$ cat src/rtl/serial_pkg.sv
// Shared definitions for the serial line: FSM state type and line levels.
// Latency: n/a (types and constants only).
// Backpressure: n/a.
//
// Kept separate so a future receiver can decode the same frame format.
package serial_pkg;

    typedef enum logic [2:0] {
        IDLE   = 3'd0,
        START  = 3'd1,
        DATA   = 3'd2,
        PARITY = 3'd3,
        STOP   = 3'd4
    } tx_state_t;

    // Line levels for the framing bits.
    localparam logic LINE_IDLE  = 1'b1;
    localparam logic LINE_START = 1'b0;
    localparam logic LINE_STOP  = 1'b1;

endpackage

$ cat src/rtl/serial_tx_bit_timer.sv
// Per-bit timer: counts CLKS_PER_BIT enabled cycles and flags the last one.
// Latency: tick is combinational from the count; the count advances one per enabled cycle.
// Backpressure: en = 0 freezes the count; clear forces it back to zero.
//
// Ports: clk, reset (async active-low), en (stall when low),
//        clear (restart the bit), tick (high in the last cycle of a bit).
module bit_timer #(
    parameter int CLKS_PER_BIT = 4
) (
    input  logic clk,
    input  logic reset,
    input  logic en,
    input  logic clear,
    output logic tick
);

    localparam int CNT_W = $clog2(CLKS_PER_BIT);
    localparam logic [CNT_W-1:0] LAST = CNT_W'(CLKS_PER_BIT - 1);

    logic [CNT_W-1:0] cnt_q;
    logic [CNT_W-1:0] cnt_d;

    // Wraps from LAST straight to zero so the count never reaches CLKS_PER_BIT.
    always_comb begin
        cnt_d = cnt_q;
        if (clear) begin
            cnt_d = '0;
        end else if (en) begin
            cnt_d = (cnt_q == LAST) ? '0 : cnt_q + CNT_W'(1);
        end
    end

    always_ff @(posedge clk or negedge reset) begin
        if (!reset) begin
            cnt_q <= '0;
        end else begin
            cnt_q <= cnt_d;
        end
    end

    assign tick = (cnt_q == LAST);

endmodule

$ cat src/rtl/serial_tx.sv
// Serial transmitter: start bit, DATA_W bits LSB first, optional even parity, stop bit.
// Latency: first start-bit cycle follows the accept edge; frame is (DATA_W+2|3)*CLKS_PER_BIT cycles.
// Backpressure: ready only in IDLE with en = 1; valid/data_in ignored while busy; en = 0 stalls everything.
//
// Ports: clk, reset (async active-low), en, data_in[DATA_W], valid  -> inputs
//        ready, tx (idle high), busy, done (one-cycle pulse)        -> outputs
// Build option: define SERIAL_TX_PARITY_EN to insert an even-parity bit before the stop bit.
module serial_tx
    import serial_pkg::*;
#(
    parameter int DATA_W       = 8,
    parameter int CLKS_PER_BIT = 4
) (
    input  logic              clk,
    input  logic              reset,
    input  logic              en,
    input  logic [DATA_W-1:0] data_in,
    input  logic              valid,
    output logic              ready,
    output logic              tx,
    output logic              busy,
    output logic              done
);

    localparam int IDX_W = $clog2(DATA_W);
    localparam logic [IDX_W-1:0] LAST_IDX = IDX_W'(DATA_W - 1);

    tx_state_t         state_q, state_d;
    logic [DATA_W-1:0] shift_q, shift_d;
    logic [IDX_W-1:0]  idx_q,   idx_d;
    logic              done_q,  done_d;
`ifdef SERIAL_TX_PARITY_EN
    logic              parity_q, parity_d;
`endif

    logic accept;
    logic tick;
    logic step;
    logic timer_clear;

    // Gating with reset keeps ready low while reset is held even though the
    // state register already reads IDLE.
    assign ready  = reset && en && (state_q == IDLE);
    assign accept = valid && ready;
    assign step   = en && tick;
    assign busy   = (state_q != IDLE);
    // done_q is held during a stall but only shown on an enabled cycle, so a
    // stall can neither stretch nor duplicate the pulse.
    assign done   = done_q && en;

    // Timer idles at zero and restarts on accept so the start bit is full length.
    assign timer_clear = (state_q == IDLE) || accept;

    bit_timer #(
        .CLKS_PER_BIT (CLKS_PER_BIT)
    ) u_bit_timer (
        .clk   (clk),
        .reset (reset),
        .en    (en),
        .clear (timer_clear),
        .tick  (tick)
    );

    always_comb begin
        state_d  = state_q;
        shift_d  = shift_q;
        idx_d    = idx_q;
        done_d   = done_q;
`ifdef SERIAL_TX_PARITY_EN
        parity_d = parity_q;
`endif
        if (en) begin
            done_d = 1'b0;
        end

        if (accept) begin
            state_d  = START;
            shift_d  = data_in;
            idx_d    = '0;
`ifdef SERIAL_TX_PARITY_EN
            parity_d = ^data_in;
`endif
        end else if (step) begin
            case (state_q)
                START: begin
                    state_d = DATA;
                end
                DATA: begin
                    if (idx_q == LAST_IDX) begin
`ifdef SERIAL_TX_PARITY_EN
                        state_d = PARITY;
`else
                        state_d = STOP;
`endif
                    end else begin
                        shift_d = shift_q >> 1;
                        idx_d   = idx_q + IDX_W'(1);
                    end
                end
`ifdef SERIAL_TX_PARITY_EN
                PARITY: begin
                    state_d = STOP;
                end
`endif
                STOP: begin
                    state_d = IDLE;
                    done_d  = 1'b1;
                end
                default: begin
                    state_d = IDLE;
                end
            endcase
        end
    end

    always_ff @(posedge clk or negedge reset) begin
        if (!reset) begin
            state_q  <= IDLE;
            shift_q  <= '0;
            idx_q    <= '0;
            done_q   <= 1'b0;
`ifdef SERIAL_TX_PARITY_EN
            parity_q <= 1'b0;
`endif
        end else begin
            state_q  <= state_d;
            shift_q  <= shift_d;
            idx_q    <= idx_d;
            done_q   <= done_d;
`ifdef SERIAL_TX_PARITY_EN
            parity_q <= parity_d;
`endif
        end
    end

    // Line driver is purely a function of state so reset forces idle level at once.
    always_comb begin
        tx = LINE_IDLE;
        case (state_q)
            START:  tx = LINE_START;
            DATA:   tx = shift_q[0];
`ifdef SERIAL_TX_PARITY_EN
            PARITY: tx = parity_q;
`endif
            STOP:   tx = LINE_STOP;
            default: tx = LINE_IDLE;
        endcase
    end

endmodule

$ cat config.mk
export PLATFORM = sky130hd
export DESIGN_NAME = serial_tx
export DESIGN_NICKNAME = d
export VERILOG_FILES = /design/src/rtl/serial_pkg.sv /design/src/rtl/serial_tx_bit_timer.sv /design/src/rtl/serial_tx.sv
export SDC_FILE = /design/constraint.sdc
export NUM_CORES = 1
export LEC_CHECK = 0
export BUFFER_PORTS_ARGS = -buffer_cell sky130_fd_sc_hd__buf_2
export CORE_ASPECT_RATIO = 1.4
export CORE_MARGIN = 4
export CORE_UTILIZATION = 24
export CTS_CLUSTER_SIZE = 25
export DETAILED_ROUTE_END_ITERATION = 10
export HOLD_SLACK_MARGIN = 0.02
export SYNTH_ARGS = -nofsm -noshare
export SYNTH_HDL_FRONTEND = slang
export SYNTH_SLANG_ARGS = --single-unit
$ cat constraint.sdc
create_clock -name clk -period 3 [get_ports clk]
set_input_delay 0.15 -clock clk [delete_from_list [all_inputs] [get_ports clk]]
set_output_delay 0.15 -clock clk [all_outputs]
set_load 0.005 [all_outputs]
* Word-level counts from Yosys, hierarchy flattened
Index checks and enable logic that the tools add are counted. Widths: inputs -> output; s select.
Storage, ports and cells: register bits after elaboration 17, bits of input ports 12, output and inout bits 4, logic and storage cells 47
Operators by class: $add $sub $neg 2, equal/unequal tests 7, multiplexer cells 20, reduce and logical (&&, ||, !) cells 13
Operator list (number):
- $mux 8 | 4
- $mux 3 | 7
- $eq 3x3->1 const B | 2
- $mux 2 | 3
- $pmux 3 s2 | 1
- $reduce_bool 2->1 | 3
- $logic_and 1x1->1 | 5
- $mux 1 | 4
- $add 3x1->3 const B | 1
- $eq 3x1->1 const B | 1
- $eq 3x2->1 const B | 1
- $logic_not 3->1 | 1
- $ne 3x3->1 const B | 1
- $reduce_and 3->1 | 1
- $reduce_bool 3->1 | 1
- $add 2x1->2 const B | 1
- $eq 2x2->1 const B | 1
- $ne 2x2->1 const B | 1
- $pmux 1 s2 | 1
- $reduce_and 2->1 | 1
- $logic_or 1x1->1 | 1

* Depth between registers and ports, before layout
Gate-level depths: netlist of the first run.
depth after elaboration 5, mapped depth 6, gate-level depth less buffers 5

* By module
A second synthesis of the first run with hierarchy kept.
Second synthesis, totals: cell total of the unflattened synthesis 86, area total of the unflattened synthesis 900.9 µm²
Modules (own cells, without submodules):
- serial_tx | instances 1, cells each 78, area an instance 800.8 µm², seq. area each 375.4 µm²
- bit_timer | instances 1, cells each 8, area an instance 100.1 µm², seq. area each 50.0 µm²

* Least setup slack after synthesis of the first run
Ideal clock, no wire load.
kind register to register, start register idx_q[0], end register shift_q[1], library setup time 0.121 ns, arrival time 1.602 ns, data required time 2.879 ns, path slack 1.277 ns, cell stages (with the launch flop) 7, path buffers 1, clock period less this slack 1.723 ns, cells stage by stage dfrtp_1 ha_1 ha_1 or4_4 buf_6 o22ai_2 nor2_1
On the way: longest elaborated chain between the ends 3
RTL lines:
- start: declaration | RTL line serial_tx.sv:30 | logic [IDX_W-1:0] idx_q, idx_d;
- start signal: assignment | RTL line serial_tx.sv:128 | idx_q <= idx_d;
- $eq 3x3->1 | RTL line serial_tx.sv:89 | if (idx_q == LAST_IDX) begin
- $ne 2x2->1 (no line)
- $reduce_and 3->1 (no line)
- end signal: assignment | RTL line serial_tx.sv:127 | shift_q <= shift_d;
- end: declaration | RTL line serial_tx.sv:29 | logic [DATA_W-1:0] shift_q, shift_d;
No other way between the ends. A chain may end at the register's enable or synchronous reset.

* Final worst setup path of the first run
Ends and elaborated chain as after synthesis.

==> flow_metrics.tcl, run 1 <==
set metrics [dict create \
    rows 25 \
    synth_most_common_cell "dfrtp_1" \
    maxCapViolCount 0 \
    grt_pass1_wl_um 3260 \
    first_global_vias 756 \
    synth_cell_types 28 \
    worstMarginPinSlew_ns 0.490 \
    num-nets-final 121 \
    reg2reg_depth 5 \
    synth_top_family_by_area "simple AND/OR/NAND/NOR gates" \
    dp_hpwl_um 1320 \
    cts_sinks 17 \
    syn_to_final_growth_pct 19.2 \
    max_freq_mhz 565 \
    setup_tns_ns 0 \
    yosysTopAreaCell "dfrtp_1" \
    avgSynthCellArea_um2 9.57 \
    synth_warnings 0 \
    antenna_cells 0 \
    setup_ws_ns 1.23 \
    core-area_um2 3380 \
    muxShareOfSynthArea_pct 1.19 \
    slew_viol_final 0 \
    io_pins 16 \
    netlist_instances 88 \
    synth_area_um2 842 \
    synth_ff_type "dfrtp_1" \
    top_usage_layer "met2" \
    gr-total-overflow 0 \
    ant_nets 0 \
    synthSimpleGateAreaFrac_pct 24.1 \
    worstPathMaxFanout 9 \
    dr_total_vias 690 \
    drc 0 \
    ir_drop_mv 0.290 \
    cts-resized-gates 0 \
    rsz0062_at_grt "false" \
    fin_util_pct 29.7 \
    grt_max_degree 21 \
    fin_crit_sh_pct 59.0 \
    drive_gt1_share_pct 21.9 \
    synthXorXnorAreaFrac_pct 0 \
    min_period_ns 1.77 \
    slew_headroom_pct 67.3 \
    track_usage_pct 9.02 \
    drtIter0Drc 16 \
    first_pass_iters 4 \
    status "complete, no violations" \
    multi_input_area_um2 379 \
    fin_skew_ns 0.00312 \
    clk_pin_slew_ns 0.07 \
    use_met2_pct 14.8 \
    viasPerCell 4.76 \
    ys_seq_area_share_pct 50.5 \
    critPathArrivalTime_ns 1.92 \
    setup_viol 0 \
    synth_edf_count 0 \
    power_density_nw_per_um2 786 \
    initial_core_util_pct 24.9 \
    met1_usage_pct 10.9 \
    startpoint_type "flip-flop" \
    leakagePower_nw 0.496 \
    use_met3_pct 2.63 \
    syn_nets 103 \
    synth_top_area_share_pct 50.5 \
    pre_cts_ws_ns 1.23 \
    hold_depth 3 \
    critPathCaptureType "flip-flop" \
    async_flop_share_pct 100 \
    cts_max_path_buffers 2 \
    ys_ff_latch 17 \
    final_hold_viol_count 0 \
    synth_commonest_cells "dfrtp_1, nand2_1, nor2_1, a21oi_1, nand3_1" \
    dieArea_um2 4530 \
    root_buffer "clkbuf_8" \
    clock_latency_ns 0.26 \
    io_buffers 15 \
    synth-adder-area-share_pct 4.46 \
    synth_area_leaders "dfrtp_1, nand2_1, nor2_1, a21oi_1, ha_1" \
    cts_buffers 3 \
    critical_path_class "flip-flop to flip-flop" \
    cts_tree "yes" \
    synth_compound_area_share_pct 15.3 \
    worstPathRequired_ns 3.15 \
    drt-wirelength-per-cell_um 12.2 \
    die-height_um 78.1 \
    wl_um 1780 \
    antenna_found_initial 0 \
    fillers 367 \
    h-tree-depth 1 \
    hp-class "input pin to flip-flop" \
    regArea_um2 425 \
    gp_congestion 0.711 \
    die_w_um 58.1 \
]
metrics by stage:
step	total power, mW	hold WS [ns]	cell area [um^2]	instances
3_3_place_gp	0.607	0.103	948	140
5_1_grt	0.855	0.116	1000	145
4_1_cts	0.799	0.115	1000	145
6_report	0.789	0.111	1000	145
3_5_place_dp	0.623	0.116	948	140
2_1_floorplan	0.552	-0.146	842	88
state kept, by name (all words and copies together), names as in the netlist:
register,cells
u_bit_timer.cnt_q,2
done_q,1
shift_q,8
state_q,3
idx_q,3
final timing paths:
kind	endpoint	slack, ns	from
worst max-delay path	shift_q[1]$_DFFE_PN0P_	1.23	idx_q[0]$_DFFE_PN0P_
max in group asynchronous	state_q[2]$_DFFE_PN0P_	2.33	reset
worst max register to register	shift_q[1]$_DFFE_PN0P_	1.23	idx_q[0]$_DFFE_PN0P_
min in group asynchronous	done_q$_DFF_PN0_	0.36	reset
worst min register to register	idx_q[0]$_DFFE_PN0P_	0.50	idx_q[0]$_DFFE_PN0P_
worst min-delay path	shift_q[5]$_DFFE_PN0P_	0.11	data_in[5]
area by class of cell:
cell class / count / share of cell area [%]
repair buffers: 17 / 9.23
inverters: 3 / 1.12
flip-flops and latches: 17 / 42.4
multi-input cells: 64 / 37.8
clock buffers: 4 / 4.49
well taps: 40 / 4.99
critical path, cell delays in order, from the launching register on:
cell	delay, ns
dfrtp_1	0.40
ha_1	0.21
ha_1	0.22
or4_4	0.60
o22ai_2	0.16
nor2_1	0.07
kinds of logic after synthesis:
logic type,after synthesis
mux,1
fa+ha+maj,3
flops,17
compound gates,20
buf+inv,7
simple gates,40
placed cells by master (no fill, tap or decap):
master,instances
clkbuf_1,1
o21ai_0,2
ha_1,3
mux2i_1,1
nand4_1,2
o21bai_1,1
nand2b_4,1
dlygate4sd3_1,1
nand2b_1,1
a22o_1,2
buf_4,1
nor3_1,2
a31oi_1,1
buf_2,15
a22oi_1,3
inv_1,3
and2b_1,1
or4_4,1
and3_1,1
nor3_2,1
o31ai_1,1
dfrtp_1,17
o21ai_1,1
a21oi_1,8
nor4_1,1
and4_1,1
nand2_1,13
nor2_1,11
clkbuf_8,3
nand3_1,4
o22ai_2,1
report_power, final:
part | switching, mW | internal, mW | total (mW) | leakage (nW)
clock | 0.0805 | 0.0944 | 0.175 | 0.0228
combinational | 0.126 | 0.116 | 0.242 | 0.260
sequential | 0.0571 | 0.315 | 0.372 | 0.213
total | 0.263 | 0.525 | 0.789 | 0.496
layer usage:
layer / vias up / part of all wire [%] / wire length (um)
li1: 345 / - / -
met1: 326 / 45 / 802
met2: 14 / 49 / 866
met3: 5 / 4.1 / 73
met4: 0 / 2.0 / 35
met5: - / 0 / 0
timing repair:
item / CTS / global route
hold endpoints to repair: 17 / 0
buffers inserted: 0 / 0
hold buffers: 1 / 0
Note: power is estimated with default switching activity, not from simulation.
==> run 2: changes to the inputs <==
==> constraint.sdc (replaced) <==
create_clock -name clk -period 1.55 [get_ports clk]
set_input_delay 0.0775 -clock clk [delete_from_list [all_inputs] [get_ports clk]]
set_output_delay 0.0775 -clock clk [all_outputs]
set_load 0.005 [all_outputs]
==> flow_metrics.tcl, run 2 (synthesis gave the netlist of run 1 again) <==
set metrics [dict create \
    setup_tns_ns -0.0700 \
    reg2reg_depth 5 \
    power_density_nw_per_um2 1480 \
    fin_hold_ws_ns 0.0494 \
    root_buffer "clkbuf_8" \
    io_buffers 15 \
    slew_viol_final 0 \
    first_pass_iters 2 \
    core-area_um2 3380 \
    num-nets-final 136 \
    rsz0062_at_grt "true" \
    syn_to_final_growth_pct 37.7 \
    wl_um 1970 \
    top_register "shift_q" \
    rows 25 \
    gr-total-overflow 0 \
    cts_max_path_buffers 2 \
    drt-wirelength-per-cell_um 12.3 \
    drc 0 \
    critPathArrivalTime_ns 1.74 \
    setup_viol 4 \
    grt_pass1_wl_um 3390 \
    h-tree-depth 1 \
    startpoint_type "flip-flop" \
    ff2ff_setup_slack_ns -0.05 \
    critical_path_class "flip-flop to flip-flop" \
    worstPathMaxFanout 5 \
    viasPerCell 4.75 \
    grt_max_degree 20 \
    hp-class "input pin to flip-flop" \
    cts_tree "yes" \
    cp-startpoint "idx_q[0]$_DFFE_PN0P_" \
    fin_util_pct 34.3 \
    layout_common_cells "dfrtp_1, buf_2, buf_4" \
    initial_core_util_pct 24.9 \
    dpl-instance-area_um2 1050 \
    worstPathRequired_ns 1.69 \
    fin_crit_sh_pct 103 \
    dp_hpwl_um 1420 \
    cts_buffers 3 \
    worstMarginPinSlew_ns 0.327 \
    critPathCaptureType "flip-flop" \
    track_usage_pct 9.47 \
    postLayoutCellArea_um2 1160 \
    antenna_found_initial 0 \
    ant_nets 0 \
    clock_latency_ns 0.25 \
    ir_drop_mv 0.548 \
    r2r-start "idx_q[0]$_DFFE_PN0P_" \
    leakagePower_nw 0.563 \
    top_regs "shift_q (8), idx_q (3), state_q (3)" \
    first_global_vias 785 \
    fin_skew_ns 0.00215 \
    dr_total_vias 760 \
    io_pins 16 \
    clk_pin_slew_ns 0.06 \
    min_period_ns 1.60 \
    status "complete, but fails checks" \
    max_freq_mhz 624 \
    mostFrequentLayoutCell "dfrtp_1" \
    drtIter0Drc 25 \
    r2r_end "shift_q[1]$_DFFE_PN0P_" \
    slew_headroom_pct 78.2 \
    finalPower_mw 1.71 \
    dieArea_um2 4530 \
    cts_sinks 17 \
    antenna_cells 0 \
    die-height_um 78.1 \
    crit_path_end "shift_q[1]$_DFFE_PN0P_" \
    maxCapViolCount 0 \
    violations "negative setup slack" \
    gp_congestion 0.747 \
    die_w_um 58.1 \
    largest_reg_flops 8 \
    drive_gt1_share_pct 37.5 \
    setup_ws_ns -0.0533 \
    final_hold_viol_count 0 \
]
run 2: per-stage QoR:
step	setup slack [ns]	cells
floorplan	-0.0699	88
global placement	-0.0297	151
detailed placement	-0.0708	151
CTS	-0.0562	159
global route	-0.0995	160
finish	-0.0533	160
run 2: final cells by class:
class / instances / area [um^2]
fillers: 354 / 2220
flip-flops and latches: 17 / 425
inverters: 3 / 11.3
multi-input cells: 65 / 430
repair buffers: 31 / 198
well taps: 40 / 50.0
clock buffers: 4 / 45.0
run 2: repair_timing:
| item | CTS | global route |
|---|---|---|
| hold endpoints to repair | 17 | 0 |
| gates resized for setup | 1 | 6 |
| buffers inserted | 2 | 1 |
| hold buffers | 1 | 0 |
| setup endpoints to repair | 10 | 12 |
| pin swaps | 0 | 3 |
| cloned | 1 | 0 |
run 2: layer usage:
layer | vias to the layer above | part of all wire [%] | track usage, %
met1 | 361 | 41 | 10.9
met5 | - | 0 | 0
met4 | 0 | 1.1 | 3.48
li1 | 380 | - | -
met3 | 4 | 4.9 | 2.63
met2 | 15 | 53 | 16.3
run 2: power by group:
group	switching (mW)	internal, mW	total [mW]
Combinational	0.306	0.362	0.667
Sequential	0.108	0.610	0.718
Clock	0.146	0.182	0.329
run 2: worst min path at each step:
stage | start | to | depth (start not counted) | slack, ns
finish | data_in[4] | shift_q[4]$_DFFE_PN0P_ | 3 | 0.05
global route | data_in[4] | shift_q[4]$_DFFE_PN0P_ | 3 | 0.05
CTS | data_in[4] | shift_q[4]$_DFFE_PN0P_ | 3 | 0.05
detailed placement | reset | u_bit_timer.cnt_q[0]$_DFFE_PN0P_ | 2 | 0.07
global placement | reset | u_bit_timer.cnt_q[0]$_DFFE_PN0P_ | 2 | 0.06
floorplan | reset | done_q$_DFF_PN0_ | 0 | -0.22
run 2: critical path: stages (launching register included):
cell and delay [ns]:
dfrtp_1 0.39, ha_2 0.20, ha_4 0.17, or4_4 0.52
o22ai_2 0.15, nor2_1 0.05
